### src/rtl/frog_game_state.sv
// Round-level game flow for the frog game: lives, hit freeze, respawn,
// level win and game over. All timing is counted in video frames.
module frog_game_state #(
  parameter int unsigned START_LIVES = 3,
  parameter int unsigned HIT_FRAMES  = 60,
  parameter int unsigned WIN_FRAMES  = 30,
  parameter int unsigned WIN_Y       = 32,
  parameter int unsigned MAX_LEVEL   = 9
) (
  input  logic       i_Clk,
  input  logic       i_Rst_L,
  input  logic       i_Has_Collided,
  input  logic [8:0] i_Frog_Y,
  input  logic       i_Frame_Tick,
  input  logic       i_Start,
  output logic       o_Freeze,
  output logic       o_Frog_Reset,
  output logic       o_Level_Up,
  output logic [1:0] o_Lives,
  output logic [3:0] o_Level,
  output logic       o_Game_Over,
  output logic [2:0] o_State
);

  typedef enum logic [2:0] {
    IDLE    = 3'd0,
    PLAY    = 3'd1,
    HIT     = 3'd2,
    RESPAWN = 3'd3,
    WIN     = 3'd4,
    OVER    = 3'd5
  } state_t;

  localparam logic [1:0] START_LIVES_C = 2'(START_LIVES);
  localparam logic [7:0] HIT_FRAMES_C  = 8'(HIT_FRAMES);
  localparam logic [7:0] WIN_FRAMES_C  = 8'(WIN_FRAMES);
  localparam logic [8:0] WIN_Y_C       = 9'(WIN_Y);
  localparam logic [3:0] MAX_LEVEL_C   = 4'(MAX_LEVEL);

  state_t     state_q;
  logic [7:0] frame_cnt_q;
  logic [7:0] frame_cnt_inc;

  assign frame_cnt_inc = frame_cnt_q + 8'd1;
  assign o_State       = state_q;

  // Game-flow FSM with registered outputs; pulses default low each cycle.
  // The counter is cleared on every transition, so a tick landing on the
  // entry edge is not counted and exit happens exactly at equality.
  always_ff @(posedge i_Clk or negedge i_Rst_L) begin
    if (!i_Rst_L) begin
      state_q      <= IDLE;
      frame_cnt_q  <= '0;
      o_Freeze     <= 1'b1;
      o_Frog_Reset <= 1'b0;
      o_Level_Up   <= 1'b0;
      o_Lives      <= START_LIVES_C;
      o_Level      <= 4'd1;
      o_Game_Over  <= 1'b0;
    end else begin
      o_Frog_Reset <= 1'b0;
      o_Level_Up   <= 1'b0;
      unique case (state_q)
        IDLE, OVER: begin
          if (i_Start) begin
            state_q      <= PLAY;
            frame_cnt_q  <= '0;
            o_Lives      <= START_LIVES_C;
            o_Level      <= 4'd1;
            o_Frog_Reset <= 1'b1;
            o_Freeze     <= 1'b0;
            o_Game_Over  <= 1'b0;
          end
        end
        PLAY: begin
          if (i_Has_Collided) begin
            state_q     <= HIT;
            frame_cnt_q <= '0;
            o_Freeze    <= 1'b1;
            if (o_Lives != 2'd0) begin
              o_Lives <= o_Lives - 2'd1;
            end
          end else if (i_Frog_Y < WIN_Y_C) begin
            state_q     <= WIN;
            frame_cnt_q <= '0;
            o_Freeze    <= 1'b1;
            o_Level_Up  <= 1'b1;
            if (o_Level < MAX_LEVEL_C) begin
              o_Level <= o_Level + 4'd1;
            end
          end
        end
        HIT: begin
          if (i_Frame_Tick) begin
            if (frame_cnt_inc == HIT_FRAMES_C) begin
              frame_cnt_q <= '0;
              if (o_Lives == 2'd0) begin
                state_q     <= OVER;
                o_Game_Over <= 1'b1;
              end else begin
                state_q      <= RESPAWN;
                o_Frog_Reset <= 1'b1;
              end
            end else begin
              frame_cnt_q <= frame_cnt_inc;
            end
          end
        end
        WIN: begin
          if (i_Frame_Tick) begin
            if (frame_cnt_inc == WIN_FRAMES_C) begin
              frame_cnt_q  <= '0;
              state_q      <= RESPAWN;
              o_Frog_Reset <= 1'b1;
            end else begin
              frame_cnt_q <= frame_cnt_inc;
            end
          end
        end
        RESPAWN: begin
          if (!i_Has_Collided) begin
            state_q     <= PLAY;
            frame_cnt_q <= '0;
            o_Freeze    <= 1'b0;
          end
        end
        default: begin
          state_q     <= IDLE;
          frame_cnt_q <= '0;
          o_Freeze    <= 1'b1;
        end
      endcase
    end
  end

endmodule

### config.mk
export PLATFORM = sky130hd
export DESIGN_NAME = frog_game_state
export DESIGN_NICKNAME = d
export VERILOG_FILES = /design/src/rtl/frog_game_state.sv
export SDC_FILE = /design/constraint.sdc
export NUM_CORES = 1
export LEC_CHECK = 0
export BUFFER_PORTS_ARGS = -buffer_cell sky130_fd_sc_hd__buf_2
export CAP_MARGIN = 25
export CORE_AREA = 3 3 61 63
export CTS_CLUSTER_SIZE = 24
export DETAILED_ROUTE_END_ITERATION = 8
export DIE_AREA = 0 0 64 66
export GPL_ROUTABILITY_DRIVEN = 0
export PLACE_DENSITY = 0.66
export SLEW_MARGIN = 5
export SYNTH_ARGS = -nofsm -noshare
export SYNTH_HDL_FRONTEND = slang
export SYNTH_SLANG_ARGS = --single-unit
### constraint.sdc
create_clock -name i_Clk -period 3.2 [get_ports i_Clk]
set_clock_uncertainty 0.05 [all_clocks]
set_input_delay 0.16 -clock i_Clk [delete_from_list [all_inputs] [get_ports i_Clk]]
set_output_delay 0.16 -clock i_Clk [all_outputs]
set_load 0.01 [all_outputs]
==> results of run 1 <==
-- cells in the mapped netlist (2+ instances only) --
cell type  instances
nor3_1             3
xnor2_1            3
buf_2              5
o21ai_0           11
o21a_1             2
nor2b_1            4
nor2_1            11
nand2_1           24
a211oi_1           2
a21oi_1            6
o211ai_1           2
dfstp_2            4
xor2_1             2
and2_1             4
nand3_1            4
nand4_1            2
a31oi_1            3
and3_1             3
ha_1               6
mux2i_1            2
dfrtp_1           17
o21ai_2            2
nand2b_1           2
a21oi_2            2
inv_1             10
o21ai_1            2
a221oi_1           2
-- where the power goes --
group | switching [mW] | internal (mW)
registers | 0.105 | 0.343
logic | 0.259 | 0.175
clock network | 0.0851 | 0.0487
-- final timing paths --
path                           startpoint              to  slack (ps)
hold reg to reg                  o_Freeze        o_Freeze         460
hold / removal             i_Has_Collided      o_Level_Up          60
setup reg to reg           frame_cnt_q[0]  frame_cnt_q[6]         750
setup / recovery           frame_cnt_q[0]  frame_cnt_q[6]         750
min in group asynchronous         i_Rst_L      o_Level_Up         270
max in group asynchronous         i_Rst_L        o_Freeze        2480
-- metrics by stage --
| stage | hold slack, ps | area, um^2 | utilization, % | setup slack, ps | instances |
|---|---|---|---|---|---|
| after floorplan | -186 | 1440 | - | 1060 | 164 |
| after global placement | 97.1 | 1580 | 48.0 | 841 | 226 |
| after detailed placement | 107 | 1580 | 48.0 | 782 | 226 |
| after CTS | 46.1 | 1610 | 49.1 | 765 | 231 |
| after global routing | 62.6 | 1610 | 49.1 | 593 | 231 |
| final | 56.2 | 1610 | 49.1 | 753 | 231 |
-- layer usage --
metal	up-vias	GRT usage [%]	part of all wire (%)
met3	5	2.04	4.5
li1	632	-	-
met5	-	0	0
met1	621	22.7	51
met2	33	24.9	43
met4	0	5.93	1.5
-- kinds of logic (layout without fill, tap and decap cells) --
| group | Yosys count | in the layout | synth area share (%) |
|---|---|---|---|
| AO/OA/AOI/OAI | 48 | 48 | 25.3 |
| XOR/XNOR | 5 | 5 | 3.03 |
| adder cells (fa/ha/maj) | 6 | 6 | 5.20 |
| buffers and inverters | 16 | 37 | 5.11 |
| flip-flops | 21 | 21 | 36.7 |
| multiplexers | 2 | 2 | 1.39 |
| AND/OR/NAND/NOR | 66 | 66 | 23.2 |
-- flip-flops by register name, indices dropped and copies added, names as in the netlist --
register	flops
frame_cnt_q	8
o_Level	4
o_State	3
o_Lives	2
o_Freeze	1
o_Frog_Reset	1
o_Game_Over	1
o_Level_Up	1
-- cell type report --
class	instances	share of cell area (%)
multi-input combinational	127	52.0
sequential	21	32.9
timing repair buffer	23	7.60
tap	46	3.57
inverter	10	2.33
clock buffer	4	1.63
-- placed cells by master (no fill, tap or decap), types with 2 or more instances in the layout --
cell,instances
xnor2_1,3
ha_1,6
o21ai_0,11
nand3_1,4
clkbuf_4,3
nor2b_1,4
mux2i_1,2
a21oi_2,2
nand2_1,24
inv_1,10
o211ai_1,2
and3_1,3
dfrtp_1,17
a31oi_1,3
nand4_1,2
o21ai_1,2
o21a_1,2
a21oi_1,6
dfstp_2,4
o21ai_2,2
nor3_1,3
xor2_1,2
nand2b_1,2
a211oi_1,2
nor2_1,11
and2_1,4
a221oi_1,2
buf_2,21
==> impl_metrics.toml, run 1 <==
[floorplanning]
die_h_um = 66
ios = 27
row_count = 21
initial_core_util_pct = 44.0
die_width_um = 64
core_mm2 = 0.00328
dieArea_mm2 = 0.00422

[synth]
yosys.area.top_type_share_pct = 29.5
ys_seq_elements = 21
synth.avg_cell_area_um2 = 8.80
synthFlopType = "dfrtp_1"
synth_cell_types = 51
synth_edf_count = 0
yosys-top-cells-area = "dfrtp_1 29%, dfstp_2 7.3%, nand2_1 6.2%"
yosys_warnings = 0
yosysTopAreaCell = "dfrtp_1"
ys_seq_area_share_pct = 36.7
ys_async_sr_fraction_pct = 100
synthCells = 164
netlist_area_mm2 = 0.00144
syn_nets = 184

[routing]
drtIter0Drc = 90
num_vias = 1291
vias_per_cell = 5.59
drt_pass1_iterations = 4
final_antenna_net_count = 0
wire_per_inst_um = 13.4
wirelength_mm = 3.10
drc = 0

[global_routing]
grt_pass1_vias = 1184
grt_first_pass_wirelength_mm = 5.42
grt_overflow = 0
grt_max_degree = 22
antenna_found_initial = 0
track_usage_pct = 16.1

[layout]
regArea_um2 = 531
final_nets = 206
multi_input_area_um2 = 840
nFillCells = 321
layout-drive-gt1-share_pct = 21.1
area_delta_synth_final_pct = 11.8
n_antenna_cell = 0

[cts]
postCtsSetupBuffers = 0
cts_resized = 0
clock_latency_ps = 310
path_clk_slew_ps = 120
numCtsBuffers = 3
clkSinkCount = 21
cts-root-buf = "clkbuf_4"
htreeDepth = 1
cts_hold_buf = 1
cts_tree = "yes"
cts_buffer_depth = 2

[sta]
worstMarginPinSlew_ps = 494
setup_viol = 0
fmax_mhz = 409
hold_violations = 0
setup_tns_ps = 0
rsz0062_at_grt = "no"
fin_crit_sh_pct = 76.5
max-slew-margin-rel_pct = 66.8
slew_viol_final = 0
finalCriticalPeriod_ps = 2450

[critical_path]
crit_chain = "ha_1 -> nor2b_1 -> nand2_1 -> a2111oi_4 -> a21oi_2 -> o21ai_2 -> o211ai_1"
worst-path-stages = 7
cp_num_buf_inv = 0
path_class = "flip-flop to flip-flop"
critPathMaxFanout = 9
cpLargestDelayFamily = "compound AO/OA/AOI/OAI gates"
required_ps = 3340
crit_slowest_cell = "a2111oi_4"
worstPathArrival_ps = 2590
crit_path_start_kind = "flip-flop"
end_kind = "flip-flop"
ff2ff_path_depth = 7
cpPeakStageDelay_ps = 540

[pwr]
irDropWorstVdd_v = 0.000196
fin_total_pwr_mw = 1.02
powerDensity_mw_per_mm2 = 630
p_leak_nw = 0.721

[place]
numPortBuffers = 21
dpl.hpwl_mm = 2.33

[worst_hold_path]
hp-class = "primary input to flip-flop"
holdPathStages = 2

[run]
maxCapViolations = 0

[status]
status = "completed"
Note: power is estimated with default switching activity, not from simulation.
==> inputs of run 2 (changes only) <==
- ABC_AREA: not set -> 1
- CORE_AREA: 3 3 61 63 -> 3 3 62 64
- DIE_AREA: 0 0 64 66 -> 0 0 65 67
- PLACE_DENSITY: 0.66 -> 0.68
- clock period: 3.2 -> 2.1 ns (I/O delays scaled with it)
==> run 2 against run 1 <==
Net effect: cell count rose by 18%; combinational power rose by 110%; highest routed layer unchanged; register-to-register slack got worse by 520 ps; critical path type unchanged; largest cell class unchanged; synthesized area rose by 2.4%; via count rose by 0.23%; die area rose by 3.1%; synthesized cell count rose by 21%.
==> impl_metrics.toml, run 2 <==
[cts]
path_clk_slew_ps = 120
cts_resized = 0
cts_tree = "yes"
clkSinkCount = 21
numCtsBuffers = 3
cts_buffer_depth = 2
htreeDepth = 1
clock_latency_ps = 310
cts-root-buf = "clkbuf_4"

[critical_path]
critPathMaxFanout = 8
path_class = "flip-flop to flip-flop"
ff2ff_path_depth = 9
required_ps = 2260
critPathCapture = "frame_cnt_q[2]"
crit_path_start_kind = "flip-flop"
startpoint = "frame_cnt_q[0]"
end_kind = "flip-flop"
r2r_end = "frame_cnt_q[2]"
r2r_start = "frame_cnt_q[0]"
worstPathArrival_ps = 2030
ff2ff_setup_slack_ps = 230

[synth]
yosys_warnings = 0
yosysMostFrequentCell = "nand2_1"
synthFlopType = "dfrtp_1"
synthTopCellsByCount = "56 x nand2_1, 31 x inv_1, 20 x nand3_1"
ys_seq_elements = 21
synth.avg_cell_area_um2 = 7.43
ys_seq_area_share_pct = 35.9
synth_cell_types = 29
ys_async_sr_fraction_pct = 100
syn_nets = 219
yosysTopAreaCell = "dfrtp_1"
yosys.area.top_type_share_pct = 28.8
synthCells = 199
netlist_area_mm2 = 0.00148
synth_edf_count = 0
yosys-top-cells-area = "dfrtp_1 29%, nand2_1 14%, inv_1 7.9%"

[pwr]
p_seq_share_pct = 35.5
switchingPower_uw = 810
fin_total_pwr_mw = 1.73
p_leak_nw = 0.903
irDropWorstVdd_v = 0.000760
intPower_uw = 916
switching_share_pct = 46.9
combPwrFrac_pct = 53.1
clockPowerShare_pct = 11.5
powerDensity_mw_per_mm2 = 1020

[sta]
setup_tns_ps = 0
setup_viol = 0
fin_ws_ps = 230
finalCriticalPeriod_ps = 1870
slew_viol_final = 0
rsz0062_at_grt = "no"
max-slew-margin-rel_pct = 67.7
hold_violations = 0
fin_crit_sh_pct = 89.1
fmax_mhz = 535
worstMarginPinSlew_ps = 484
hold_ws_ps = 92.6

[layout]
n_antenna_cell = 0
regMostFlops = "frame_cnt_q"
layout_common_cells = "56 x nand2_1, 31 x inv_1, 21 x buf_2"
layout-drive-gt1-share_pct = 24.3
final_nets = 247
largest_reg_flops = 8
final_common_cell = "nand2_1"
area_delta_synth_final_pct = 14.3

[place]
numPortBuffers = 21
dpl.hpwl_mm = 2.25
post-place-ws_ps = 238

[floorplanning]
die_h_um = 67
die_width_um = 65
row_count = 21
core_mm2 = 0.00334
initial_core_util_pct = 44.3
ios = 27
dieArea_mm2 = 0.00436

[global_routing]
grt_max_degree = 22
grt_overflow = 0
antenna_found_initial = 0
grt_first_pass_wirelength_mm = 4.95
grt_pass1_vias = 1138
track_usage_pct = 14.6

[routing]
drt_pass1_iterations = 4
final_antenna_net_count = 0
vias_per_cell = 4.76
wirelength_mm = 2.94
drtIter0Drc = 58
num_vias = 1294
drc = 0
wire_per_inst_um = 10.8

[run]
maxCapViolations = 0

[worst_hold_path]
hp-class = "primary input to flip-flop"

[status]
status = "completed"
[run 2: layer usage]
metal	global-route usage (%)	part of all wire (%)	wire (um)	vias up
li1	-	-	-	692
met1	20.0	50	1460	566
met2	23.1	44	1300	34
met3	3.71	5.4	159	2
met4	3.17	0.71	21	0
met5	0	0	0	-
[run 2: power by group through the flow]
stage               Combinational, mW  Clock (mW)  Sequential, mW
finish                          0.916       0.198           0.612
global route                     1.05       0.224           0.626
CTS                             0.928       0.210           0.613
detailed placement              0.919           0           0.621
global placement                0.912           0           0.619
floorplan                       0.647           0           0.652
[run 2: per-stage QoR]
step / util, % / instances / cell area (um^2)
3_3_place_gp: 49.0 / 265 / 1630
5_1_grt: 50.7 / 272 / 1690
4_1_cts: 50.7 / 272 / 1690
2_1_floorplan: - / 199 / 1480
6_report: 50.7 / 272 / 1690
3_5_place_dp: 49.0 / 265 / 1630
[run 2: area by class of cell]
class / instances / area [um^2]
clock buffer: 4 / 26.3
fill: 350 / 1650
inverter: 34 / 130
multi-input combinational: 143 / 811
sequential: 21 / 531
tap: 46 / 57.6
timing repair buffer: 24 / 135
[run 2: repair_timing]
item,4_1_cts,5_1_grt
hold endpoints to repair,18,0
endpoints found under the setup margin,0,0
hold buffers,3,0
buffers inserted,0,0
[run 2: kinds of logic after synthesis]
group,share of synthesized area [%]
buffers and inverters,9.31
AND/OR/NAND/NOR,40.7
AO/OA/AOI/OAI,7.87
adder cells (fa/ha/maj),5.08
flip-flops,35.9
XOR/XNOR,1.18
[run 2: worst min path at each step]
| stage | startpoint | slack, ps | depth (start not counted) | endpoint |
|---|---|---|---|---|
| finish | i_Start | 90 | 4 | o_Level[3] |
| global route | i_Start | 120 | 4 | o_Level[3] |
| CTS | i_Start | 90 | 4 | o_Level[3] |
| detailed placement | i_Rst_L | 40 | 1 | o_Level[1] |
| floorplan | i_Rst_L | -240 | 0 | frame_cnt_q[0] |
| global placement | i_Rst_L | 40 | 1 | o_Level[1] |
[run 2: worst max-delay path: stages, from the launching register on]
cell and delay (ps):
dfrtp_1 480, ha_1 280, xor2_1 280, nand2_1 90, nor2_1 130, nand3_2 120
nand2_4 130, nand2_4 90, nand3_1 80, nand2_1 60
==> inputs of run 3 (changes only) <==
- ABC_AREA: 1 -> not set
- CORE_AREA: 3 3 62 64 -> 3 3 61 63
- DIE_AREA: 0 0 65 67 -> 0 0 64 66
- PLACE_DENSITY: 0.68 -> 0.69
==> run 3 against run 2 <==
Net effect: worst hold slack worse by 37 ps; largest power group unchanged; register-to-register slack got worse by 180 ps; highest routed layer unchanged; routed wire length is 19% higher.
==> impl_metrics.toml, run 3 (synthesized netlist as in run 1, its figures left out) <==
[status]
status = "completed"

[routing]
vias_per_cell = 5.55
drtIter0Drc = 90
drc = 0
drt_pass1_iterations = 4
num_vias = 1376
wirelength_mm = 3.51
final_antenna_net_count = 0
wire_per_inst_um = 14.1

[cts]
cts_buffer_depth = 2
clkSinkCount = 21
cts_tree = "yes"
numCtsBuffers = 3
clock_latency_ps = 320
htreeDepth = 1
cts-root-buf = "clkbuf_4"
path_clk_slew_ps = 110

[global_routing]
grt_pass1_vias = 1344
met1_usage_pct = 22.4
grt_max_degree = 22
grt_first_pass_wirelength_mm = 6.06
grt_use_met3_pct = 3.74
grt_overflow = 0
top_usage_layer = "met2"
grt_use_met2_pct = 30.2
antenna_found_initial = 0
track_usage_pct = 18.4

[critical_path]
worstPathArrival_ps = 2190
required_ps = 2240
end_kind = "flip-flop"
critPathMaxFanout = 7
crit_path_start_kind = "flip-flop"
ff2ff_setup_slack_ps = 50
r2r_end = "frame_cnt_q[6]"
path_class = "flip-flop to flip-flop"
r2r_start = "frame_cnt_q[0]"
ff2ff_path_depth = 8

[sta]
max-slew-margin-rel_pct = 65.8
rsz0062_at_grt = "yes"
slew_viol_final = 0
finalCriticalPeriod_ps = 2050
hold_ws_ps = 55.4
worstMarginPinSlew_ps = 508
fmax_mhz = 488
setup_viol = 0
setup_tns_ps = 0
fin_crit_sh_pct = 97.6
hold_violations = 0

[floorplanning]
row_count = 21
die_width_um = 64
ios = 27
dieArea_mm2 = 0.00422
die_h_um = 66
initial_core_util_pct = 44.0
core_mm2 = 0.00328

[layout]
final_common_cell = "nand2_1"
regMostFlops = "frame_cnt_q"
layout-drive-gt1-share_pct = 32.2
final_nets = 223
area_delta_synth_final_pct = 25.6
final_core_util_pct = 55.2
stdcell_area_mm2 = 0.00181
layout_common_cells = "24 x nand2_1, 21 x buf_2, 16 x buf_4"
largest_reg_flops = 8
n_antenna_cell = 0

[worst_hold_path]
hold_path.startpoint = "i_Frame_Tick"
hp-class = "primary input to flip-flop"
holdPathStages = 3
holdPathEnd = "frame_cnt_q[2]"

[place]
placed_area_mm2 = 0.00169
numPortBuffers = 21
dpl.hpwl_mm = 2.68

[pwr]
powerDensity_mw_per_mm2 = 947
p_leak_nw = 0.827
irDropWorstVdd_v = 0.000614

[run]
maxCapViolations = 0
run 3: changes by cell type in the layout (fill, tap and decap cells not counted), moves of 5 or more:
cell     delta
buf_4      +16
nand2_1    -32
nand2_2     -5
inv_1      -21
nand3_1    -16
nand3_2     -5
run 3: critical path: stages (launching register included):
cell,delay (ps)
dfrtp_2,440
ha_4,170
and2b_1,230
o21ai_2,80
a2111oi_4,280
buf_4,190
a21oi_4,90
o21ai_4,280
o211ai_1,120
run 3: power breakdown:
part | switching, mW | internal [mW]
clock network | 0.128 | 0.0745
logic | 0.486 | 0.372
registers | 0.130 | 0.527
total | 0.744 | 0.974
run 3: through the flow:
stage / setup WS, ps / power, mW / instances
detailed placement: -76.5 / 1.46 / 239
global placement: 11.3 / 1.42 / 239
CTS: 27.0 / 1.69 / 247
floorplan: 10.1 / 1.15 / 164
global route: -64.3 / 1.87 / 248
finish: 50.9 / 1.72 / 248
run 3: how the worst max path moves through the flow:
stage | end | depth (start not counted) | startpoint | slack, ps
global placement | frame_cnt_q[6] | 7 | frame_cnt_q[0] | 10
floorplan | o_State[1] | 7 | frame_cnt_q[0] | 10
CTS | o_State[0] | 9 | frame_cnt_q[0] | 30
finish | frame_cnt_q[6] | 8 | frame_cnt_q[0] | 50
detailed placement | frame_cnt_q[7] | 7 | frame_cnt_q[0] | -80
global route | frame_cnt_q[5] | 8 | o_State[1] | -60
run 3: timing repair:
action                                  4_1_cts  5_1_grt
endpoints found under the setup margin        8       12
pin swaps                                     1        4
setup buffers                                 1        1
endpoints found under the hold margin        18        0
hold buffers                                  3        0
resized for setup                             3       12
run 3: cell type report:
class	count	area (um^2)
inverters	10	37.5
multi-input cells	127	903
repair buffers	40	255
fillers	299	1470
well taps	46	57.6
flip-flops and latches	21	534
clock buffers	4	26.3
run 3: routing by layer:
layer | up-vias | part of all wire (%)
met5 | - | 0
met3 | 7 | 4.3
met2 | 37 | 49
li1 | 668 | -
met4 | 0 | 2.3
met1 | 664 | 44
